### src/rtl/divisor_reconstructor_pkg.sv
`default_nettype none
// ============================================================================
//  Module      : divisor_reconstructor_pkg
//  Description : Shared constants and state encoding for the shift-add
//                dividend reconstructor (Dividend = Q * Divisor + R).
//  Revision    : 1.0 - initial release
// ============================================================================
package divisor_reconstructor_pkg;

    // Default operand width; the dividend is twice this wide.
    localparam int WIDTH_DEF = 5;

    // Step counter width; must hold WIDTH_DEF-1.
    localparam int CNT_W = 3;

    typedef enum logic [1:0] {
        IDLE  = 2'd0,
        ITER  = 2'd1,
        ACCUM = 2'd2,
        DONE  = 2'd3
    } state_e;

endpackage : divisor_reconstructor_pkg
`default_nettype wire

### src/rtl/divisor_reconstructor_ctrl.sv
`default_nettype none
// ============================================================================
//  Module      : divisor_reconstructor_ctrl
//  Description : Sequencer for the shift-add reconstructor. Owns the FSM and
//                step counter, and issues load / add / shift / accumulate
//                strobes to the datapath together with the ready handshake.
//  Revision    : 1.0 - initial release
// ============================================================================
module divisor_reconstructor_ctrl
    import divisor_reconstructor_pkg::*;
#(
    parameter int WIDTH = WIDTH_DEF
) (
    input  logic clk,
    input  logic rst,
    input  logic start_i,
    input  logic mplier_lsb_i,
    output logic load_o,
    output logic add_en_o,
    output logic shift_o,
    output logic accum_en_o,
    output logic ready_o
);

    localparam logic [CNT_W-1:0] LAST_STEP = CNT_W'(WIDTH - 1);

    state_e            state_q, state_d;
    logic [CNT_W-1:0]  cnt_q,   cnt_d;

    // State and step counter registers.
    always_ff @(posedge clk) begin
        if (rst) begin
            state_q <= IDLE;
            cnt_q   <= '0;
        end else begin
            state_q <= state_d;
            cnt_q   <= cnt_d;
        end
    end

    // Next-state and strobe decode; a start seen while busy is simply dropped.
    always_comb begin
        state_d    = state_q;
        cnt_d      = cnt_q;
        load_o     = 1'b0;
        add_en_o   = 1'b0;
        shift_o    = 1'b0;
        accum_en_o = 1'b0;
        ready_o    = 1'b0;
        case (state_q)
            IDLE, DONE: begin
                ready_o = 1'b1;
                if (start_i) begin
                    load_o  = 1'b1;
                    cnt_d   = '0;
                    state_d = ITER;
                end
            end
            ITER: begin
                shift_o  = 1'b1;
                add_en_o = mplier_lsb_i;
                cnt_d    = cnt_q + 1'b1;
                if (cnt_q == LAST_STEP) begin
                    state_d = ACCUM;
                end
            end
            ACCUM: begin
                accum_en_o = 1'b1;
                cnt_d      = '0;
                state_d    = DONE;
            end
            default: begin
                state_d = IDLE;
                cnt_d   = '0;
            end
        endcase
    end

endmodule : divisor_reconstructor_ctrl
`default_nettype wire

### src/rtl/divisor_reconstructor.sv
`default_nettype none
// ============================================================================
//  Module      : divisor_reconstructor
//  Description : Rebuilds Dividend = Q * Divisor + R with a one-bit-per-clock
//                shift-add multiplier followed by a single remainder add.
//                Also flags R >= Divisor and Divisor == 0.
//  Revision    : 1.0 - initial release
// ============================================================================
module divisor_reconstructor
    import divisor_reconstructor_pkg::*;
#(
    parameter int WIDTH = WIDTH_DEF
) (
    input  logic                 clk,
    input  logic                 rst,
    input  logic                 start,
    input  logic [WIDTH-1:0]     Q,
    input  logic [WIDTH-1:0]     Divisor,
    input  logic [WIDTH-1:0]     R,
    output logic [2*WIDTH-1:0]   Dividend,
    output logic                 ready,
    output logic                 RemErr,
    output logic                 DivByZero
);

    logic load, add_en, shift, accum_en;

    logic [WIDTH:0]       acc_q;
    logic [WIDTH-1:0]     mplier_q;
    logic [WIDTH-1:0]     mcand_q;
    logic [WIDTH-1:0]     rem_q;
    logic [2*WIDTH-1:0]   dividend_q;
    logic                 remerr_q;
    logic                 dbz_q;

    logic [WIDTH:0]       sum;
    logic [2*WIDTH-1:0]   prod;
    logic [2*WIDTH-1:0]   dividend_d;

    divisor_reconstructor_ctrl #(
        .WIDTH (WIDTH)
    ) u_ctrl (
        .clk          (clk),
        .rst          (rst),
        .start_i      (start),
        .mplier_lsb_i (mplier_q[0]),
        .load_o       (load),
        .add_en_o     (add_en),
        .shift_o      (shift),
        .accum_en_o   (accum_en),
        .ready_o      (ready)
    );

    // Partial-product add with carry kept, product view, and final remainder add.
    // The top accumulator bit is always zero once all steps are done, so the
    // product fits in 2*WIDTH bits and the remainder add cannot overflow.
    always_comb begin
        sum        = acc_q + (add_en ? {1'b0, mcand_q} : '0);
        prod       = {acc_q[WIDTH-1:0], mplier_q};
        dividend_d = prod + {{WIDTH{1'b0}}, rem_q};
    end

    // Operand capture, shift-add iteration, flag capture and result register.
    always_ff @(posedge clk) begin
        if (rst) begin
            acc_q      <= '0;
            mplier_q   <= '0;
            mcand_q    <= '0;
            rem_q      <= '0;
            dividend_q <= '0;
            remerr_q   <= 1'b0;
            dbz_q      <= 1'b0;
        end else begin
            if (load) begin
                acc_q    <= '0;
                mplier_q <= Q;
                mcand_q  <= Divisor;
                rem_q    <= R;
                remerr_q <= (R >= Divisor);
                dbz_q    <= (Divisor == '0);
            end else if (shift) begin
                acc_q    <= sum >> 1;
                mplier_q <= {sum[0], mplier_q[WIDTH-1:1]};
            end
            if (accum_en) begin
                dividend_q <= dividend_d;
            end
        end
    end

    assign Dividend  = dividend_q;
    assign RemErr    = remerr_q;
    assign DivByZero = dbz_q;

endmodule : divisor_reconstructor
`default_nettype wire
### config.mk
export PLATFORM = sky130hd
export DESIGN_NAME = divisor_reconstructor
export DESIGN_NICKNAME = d
export VERILOG_FILES = /design/src/rtl/divisor_reconstructor_pkg.sv /design/src/rtl/divisor_reconstructor_ctrl.sv /design/src/rtl/divisor_reconstructor.sv
export SDC_FILE = /design/constraint.sdc
export NUM_CORES = 1
export LEC_CHECK = 0
export CORE_MARGIN = 5
export CORE_UTILIZATION = 35
export CTS_BUF_LIST = sky130_fd_sc_hd__clkbuf_4 sky130_fd_sc_hd__clkbuf_8
export DETAILED_ROUTE_END_ITERATION = 6
export GPL_TIMING_DRIVEN = 0
export PLACE_DENSITY_LB_ADDON = 0.08
export SYNTH_ARGS = -nofsm -noshare
export SYNTH_HDL_FRONTEND = slang
export SYNTH_SLANG_ARGS = --single-unit
### constraint.sdc
create_clock -name clk -period 3.6 [get_ports clk]
set_clock_uncertainty 0.15 [all_clocks]
set_input_delay 0.36 -clock clk [delete_from_list [all_inputs] [get_ports clk]]
set_output_delay 0.36 -clock clk [all_outputs]
set_load 0.03 [all_outputs]
[Yosys cells after proc, flatten, opt, wreduce, memory -nomap -nowiden]
Index checks and enable logic that the tools add are counted.
Storage, ports and cells
  register bits: 37
  input port bits: 18
  logic and storage cells: 39
Cells by class
  add/subtract/negate cells: 3
  magnitude comparators: 1
  equality and inequality tests: 6
  muxes and demuxes: 14
  reduce and logical (&&, ||, !) cells: 6
Operators with widths (count)
  2-to-1 mux 5 bit: 3
  adder 10 x 5 -> 10 bit: 1
  case mux 3 bit (3 select lines): 1
  adder 5 x 5 -> 6 bit: 1
  2-to-1 mux 1 bit: 6
  case mux 2 bit (3 select lines): 1
  >= comparator 5 bit: 1
  logical NOT 5 bit: 1
  == test 2 bit, second input constant: 2
  2-to-1 mux 2 bit: 2
  OR reduction 2 bit: 2
  adder 3 x 1 -> 3 bit, second input constant: 1
  == test 3 bit, second input constant: 1
  2-to-1 mux 3 bit: 1
  == test 2 x 1 -> 1 bit, second input constant: 1
  logical NOT 2 bit: 1
  != test 2 x 1 -> 1 bit, second input constant: 1
  != test 2 bit, second input constant: 1
  AND reduction 2 bit: 1
  nonzero test 2 bit: 1

[Longest topological paths before layout]
  depth in word-level cells: 6
  mapped depth: 12
  gate-level depth less buffers: 10

[Cells and area by module]
A second synthesis with hierarchy kept.
Unflattened totals
  cell total of the unflattened synthesis: 230
  area total of the unflattened synthesis: 2077.0 um^2
Modules (own cells, without submodules)
  divisor_reconstructor: times used 1, cells each 194, area each 1765.4 um^2, sequential area each 640.6 um^2
  divisor_reconstructor_ctrl: times used 1, cells each 36, area each 311.5 um^2, sequential area each 100.1 um^2

[Least setup slack after synthesis]
Ideal clock, no wire load.
  path kind: register to register
  from: register u_ctrl.state_q[1]
  to: register acc_q[3]
  library setup time: 118 ps
  data arrival time: 2158 ps
  setup slack: 1174 ps
  cell stages (with the launch flop): 13
  period minus slack after synthesis: 2426 ps
  cell sequence: dfxtp_1 > inv_1 > ha_1 > buf_2 > clkbuf_1 > and3_1 > ha_1 > fa_1 > a21o_1 > a21oi_1 > xnor2_1 > mux2i_1 > nor2_1
Between the ends
  longest elaborated chain between the ends: 4
  elaborated cells on any way between the ends: 10
  classes of those cells: 1 x add/sub; 2 x eq/ne; 4 x mux; 3 x reduce/logical
RTL lines
  start, declared: RTL line divisor_reconstructor_ctrl.sv:27  | state_e state_q, state_d;
  start signal, assigned: RTL line divisor_reconstructor_ctrl.sv:36  | state_q <= state_d;
  == test 2 x 1 -> 1 bit, or another cell as far along: RTL line divisor_reconstructor_ctrl.sv:50  | case (state_q)
  2-to-1 mux 1 bit or OR reduction 2 bit (tied branches): RTL line divisor_reconstructor_ctrl.sv:50
  2-to-1 mux 5 bit or 2-to-1 mux 1 bit (tied branches): RTL line divisor_reconstructor.sv:58, divisor_reconstructor_ctrl.sv:50
  adder 5 x 5 -> 6 bit or OR reduction 2 bit (tied branches)
  end signal, assigned: RTL line divisor_reconstructor.sv:82  | acc_q <= sum >> 1;
  end, declared: RTL line divisor_reconstructor.sv:28  | logic [WIDTH:0] acc_q;
Parallel ways exist; a longest one is shown, timed or not.
A chain may end at the register's enable or synchronous reset.

[Worst setup path in the final report]
Same ends and word-level chain as after synthesis.

==> impl_metrics.tcl <==
set metrics [dict create \
    crit_chain "inv_1 > ha_1 > buf_2 > clkbuf_1 > and3_1 > ha_1 > fa_1 > a21o_1 > a21oi_1 > xnor2_1 > mux2i_1 > nor2_1" \
    clk_latency_ps 280 \
    r2r_end "acc_q[3]" \
    globalplace.congestion 0.780 \
    fin_crit_ps 2670 \
    synth_fp_nets 278 \
    slowest_delay_ps 410 \
    post_cts_buffers 0 \
    fin_util 0.446 \
    cp_num_buf_inv 3 \
    worst_pin_slew_ps 553 \
    cts_sinks 37 \
    vias 1646 \
    synth_cell_type_count 37 \
    cp_common_cell "ha_1" \
    root_buffer "clkbuf_8" \
    synthAdderAreaFrac 0.136 \
    min_period_over_period 0.742 \
    drive_above_1_share 0.0511 \
    p_leak_uw 0.00105 \
    clockBufferDepth 2 \
    cts_made_buffers 5 \
    ff2ff_setup_slack_ps 930 \
    ant_nets 0 \
    crit_path_start_kind "flip-flop" \
    syn_to_final_growth_pct 22.2 \
    grt_max_degree 11 \
    crit_required_ps 3630 \
    ios 31 \
    worstReg2RegStart "u_ctrl.state_q[1]" \
    cts.htree.levels 2 \
    post_synth_and_or_nand_nor_area_fraction 0.180 \
    min_path_type "in2reg" \
    cts_hold_buf 0 \
    syn-instance-count 239 \
    grt-ovfl-total 0 \
    min_to "Dividend[1]" \
    rsz0062_at_grt "no" \
    port_buffers 29 \
    ir_drop_mv 0.211 \
    antenna_found_initial 0 \
    die_h_um 86.5 \
    wl_um 4650 \
    tns_ps 0 \
    die_area_mm2 0.00749 \
    place_ws_ps 930 \
    cap_viol_max_count 0 \
    cpMaxStageDelayCell "fa_1" \
    cts_tree "yes" \
    cp_top_family "adder cells" \
    fp.coreArea_mm2 0.00561 \
    yosysWarnings 0 \
    syn_area_mm2 0.00205 \
    num_rows 27 \
    drcViolationCount 0 \
    avgSynthCellArea_um2 8.58 \
    grt_pass1_wl_um 7940 \
    hpwl_um 3650 \
    post_cts_resized 0 \
    synth_compound_area_frac 0.170 \
    start_util 0.365 \
    cp.arrival_ps 2700 \
    drv_slew 0 \
    viasPerCell 4.76 \
    grt_use_total 0.134 \
    worstHoldStart "rst" \
    yosys.area_share.xor_xnor 0.0342 \
    drt_iter0_drc 39 \
    fmax_ghz 0.374 \
    grt_pass1_vias 1605 \
    nets 314 \
    ys_ff_latch 37 \
    critPathKind "reg2reg" \
    die_w_um 86.5 \
    synth.area.mux_share 0.0684 \
    powerDensity_mw_per_mm2 548 \
    setup-violations-final 0 \
    clkTransAtPathRegs_ps 70 \
    setup_slack_ps 929 \
    holdPathStages 2 \
    wire_per_inst_um 13.4 \
    worstPathMaxFanout 10 \
    endpoint_kind "flip-flop" \
    status "completed" \
    antenna_cells 0 \
    hold_viol_final 0 \
    reg2reg_depth 12 \
    ys_seq_area_frac 0.361 \
    fillers 609 \
    synth_top_family_by_area "simple AND/OR/NAND/NOR gates" \
    drtPass1Iterations 4 \
    relSlewSlack 0.631 \
]
worst max path at each step:
stage,from,end,depth (start not counted)
detailed placement,u_ctrl.state_q[1],acc_q[3],12
global placement,u_ctrl.state_q[1],acc_q[3],12
finish,u_ctrl.state_q[1],acc_q[3],12
global route,u_ctrl.state_q[1],acc_q[3],12
CTS,u_ctrl.state_q[1],acc_q[3],12
floorplan,u_ctrl.state_q[1],acc_q[3],12
stage by stage:
step	total power (uW)	hold slack (ps)	cells	cell area, um2
finish	1370	283	346	2500
CTS	1390	257	346	2500
floorplan	941	282	239	2050
global route	1490	282	346	2500
global placement	1110	293	340	2430
detailed placement	1120	296	340	2430
final cells by class:
class,instances,area [um2],share of cell area
plain buffers,12,57.6,0.0230
flip-flops and latches,37,741,0.296
multi-input cells,178,1210,0.482
well taps,72,90.1,0.0360
repair buffers,29,290,0.116
clock buffers,5,68.8,0.0275
clock inverters,1,5.00,0.00200
inverters,12,45.0,0.0180
flip-flops by register name (all words and copies together), names as in the netlist:
register        count
DivByZero           1
Dividend           10
RemErr              1
acc_q               5
mcand_q             5
mplier_q            5
rem_q               5
u_ctrl.cnt_q        3
u_ctrl.state_q      2
kinds of logic after synthesis:
group,count (synthesis)
flops,37
fa+ha+maj,21
simple gates,81
buf+inv,24
compound gates,54
xor+xnor,8
mux,14
cell usage in the layout, fill, tap and decap left out, types with 3 or more instances in the layout:
| master | netlist | final |
|---|---|---|
| a211oi_1 | 12 | 12 |
| a21o_1 | 5 | 5 |
| a21oi_1 | 20 | 20 |
| and3_1 | 7 | 7 |
| buf_2 | 4 | 4 |
| clkbuf_1 | 6 | 6 |
| clkbuf_8 | 0 | 5 |
| clkdlybuf4s50_1 | 0 | 29 |
| dfxtp_1 | 37 | 37 |
| ha_1 | 19 | 19 |
| inv_1 | 12 | 12 |
| mux2i_1 | 14 | 14 |
| nand2_1 | 28 | 28 |
| nand2b_1 | 4 | 4 |
| nand3_1 | 3 | 3 |
| nor2_1 | 29 | 29 |
| o21ai_0 | 7 | 7 |
| xnor2_1 | 3 | 3 |
| xor2_1 | 5 | 5 |
where the power goes:
group          switching [uW]  internal (uW)
clock network             142            127
logic                     324            237
registers                56.5            485
total                     522            850
metal layers:
layer,share of wire,GRT usage,wire length (um),up-vias
li1,-,-,-,897
met1,0.52,0.191,2440,708
met2,0.42,0.197,1970,37
met3,0.043,0.0437,201,4
met4,0.0077,0.0255,36,0
met5,0,0,0,-
Yosys cell counts:
library cell	n	area (um2)
inv_1	12	45.0
nand2_1	28	105
nand3_1	3	15.0
a211oi_2	1	12.5
o21ai_0	7	35.0
nor3_1	1	5.00
o21a_1	1	7.51
mux2i_1	14	140
buf_6	1	11.3
xnor2_1	3	26.3
fa_1	2	40.0
a21oi_1	20	100
ha_1	19	238
nor3b_1	2	15.0
xor2_1	5	43.8
nor2_1	29	109
and3_1	7	43.8
buf_2	4	20.0
nand3b_1	1	7.51
a21o_2	1	8.76
clkbuf_1	6	22.5
nand2b_1	4	25.0
o31a_1	1	8.76
o2111ai_1	2	17.5
nor2b_1	2	12.5
buf_1	1	3.75
o22ai_1	1	6.26
a2111o_1	1	11.3
and2_1	1	6.26
or2_0	1	6.26
and4bb_2	1	12.5
a211oi_1	12	90.1
dfxtp_1	37	741
a22oi_1	1	7.51
nand4_1	1	6.26
a21o_1	5	37.5
a31oi_1	1	6.26
Note: power is estimated with default switching activity, not from simulation.
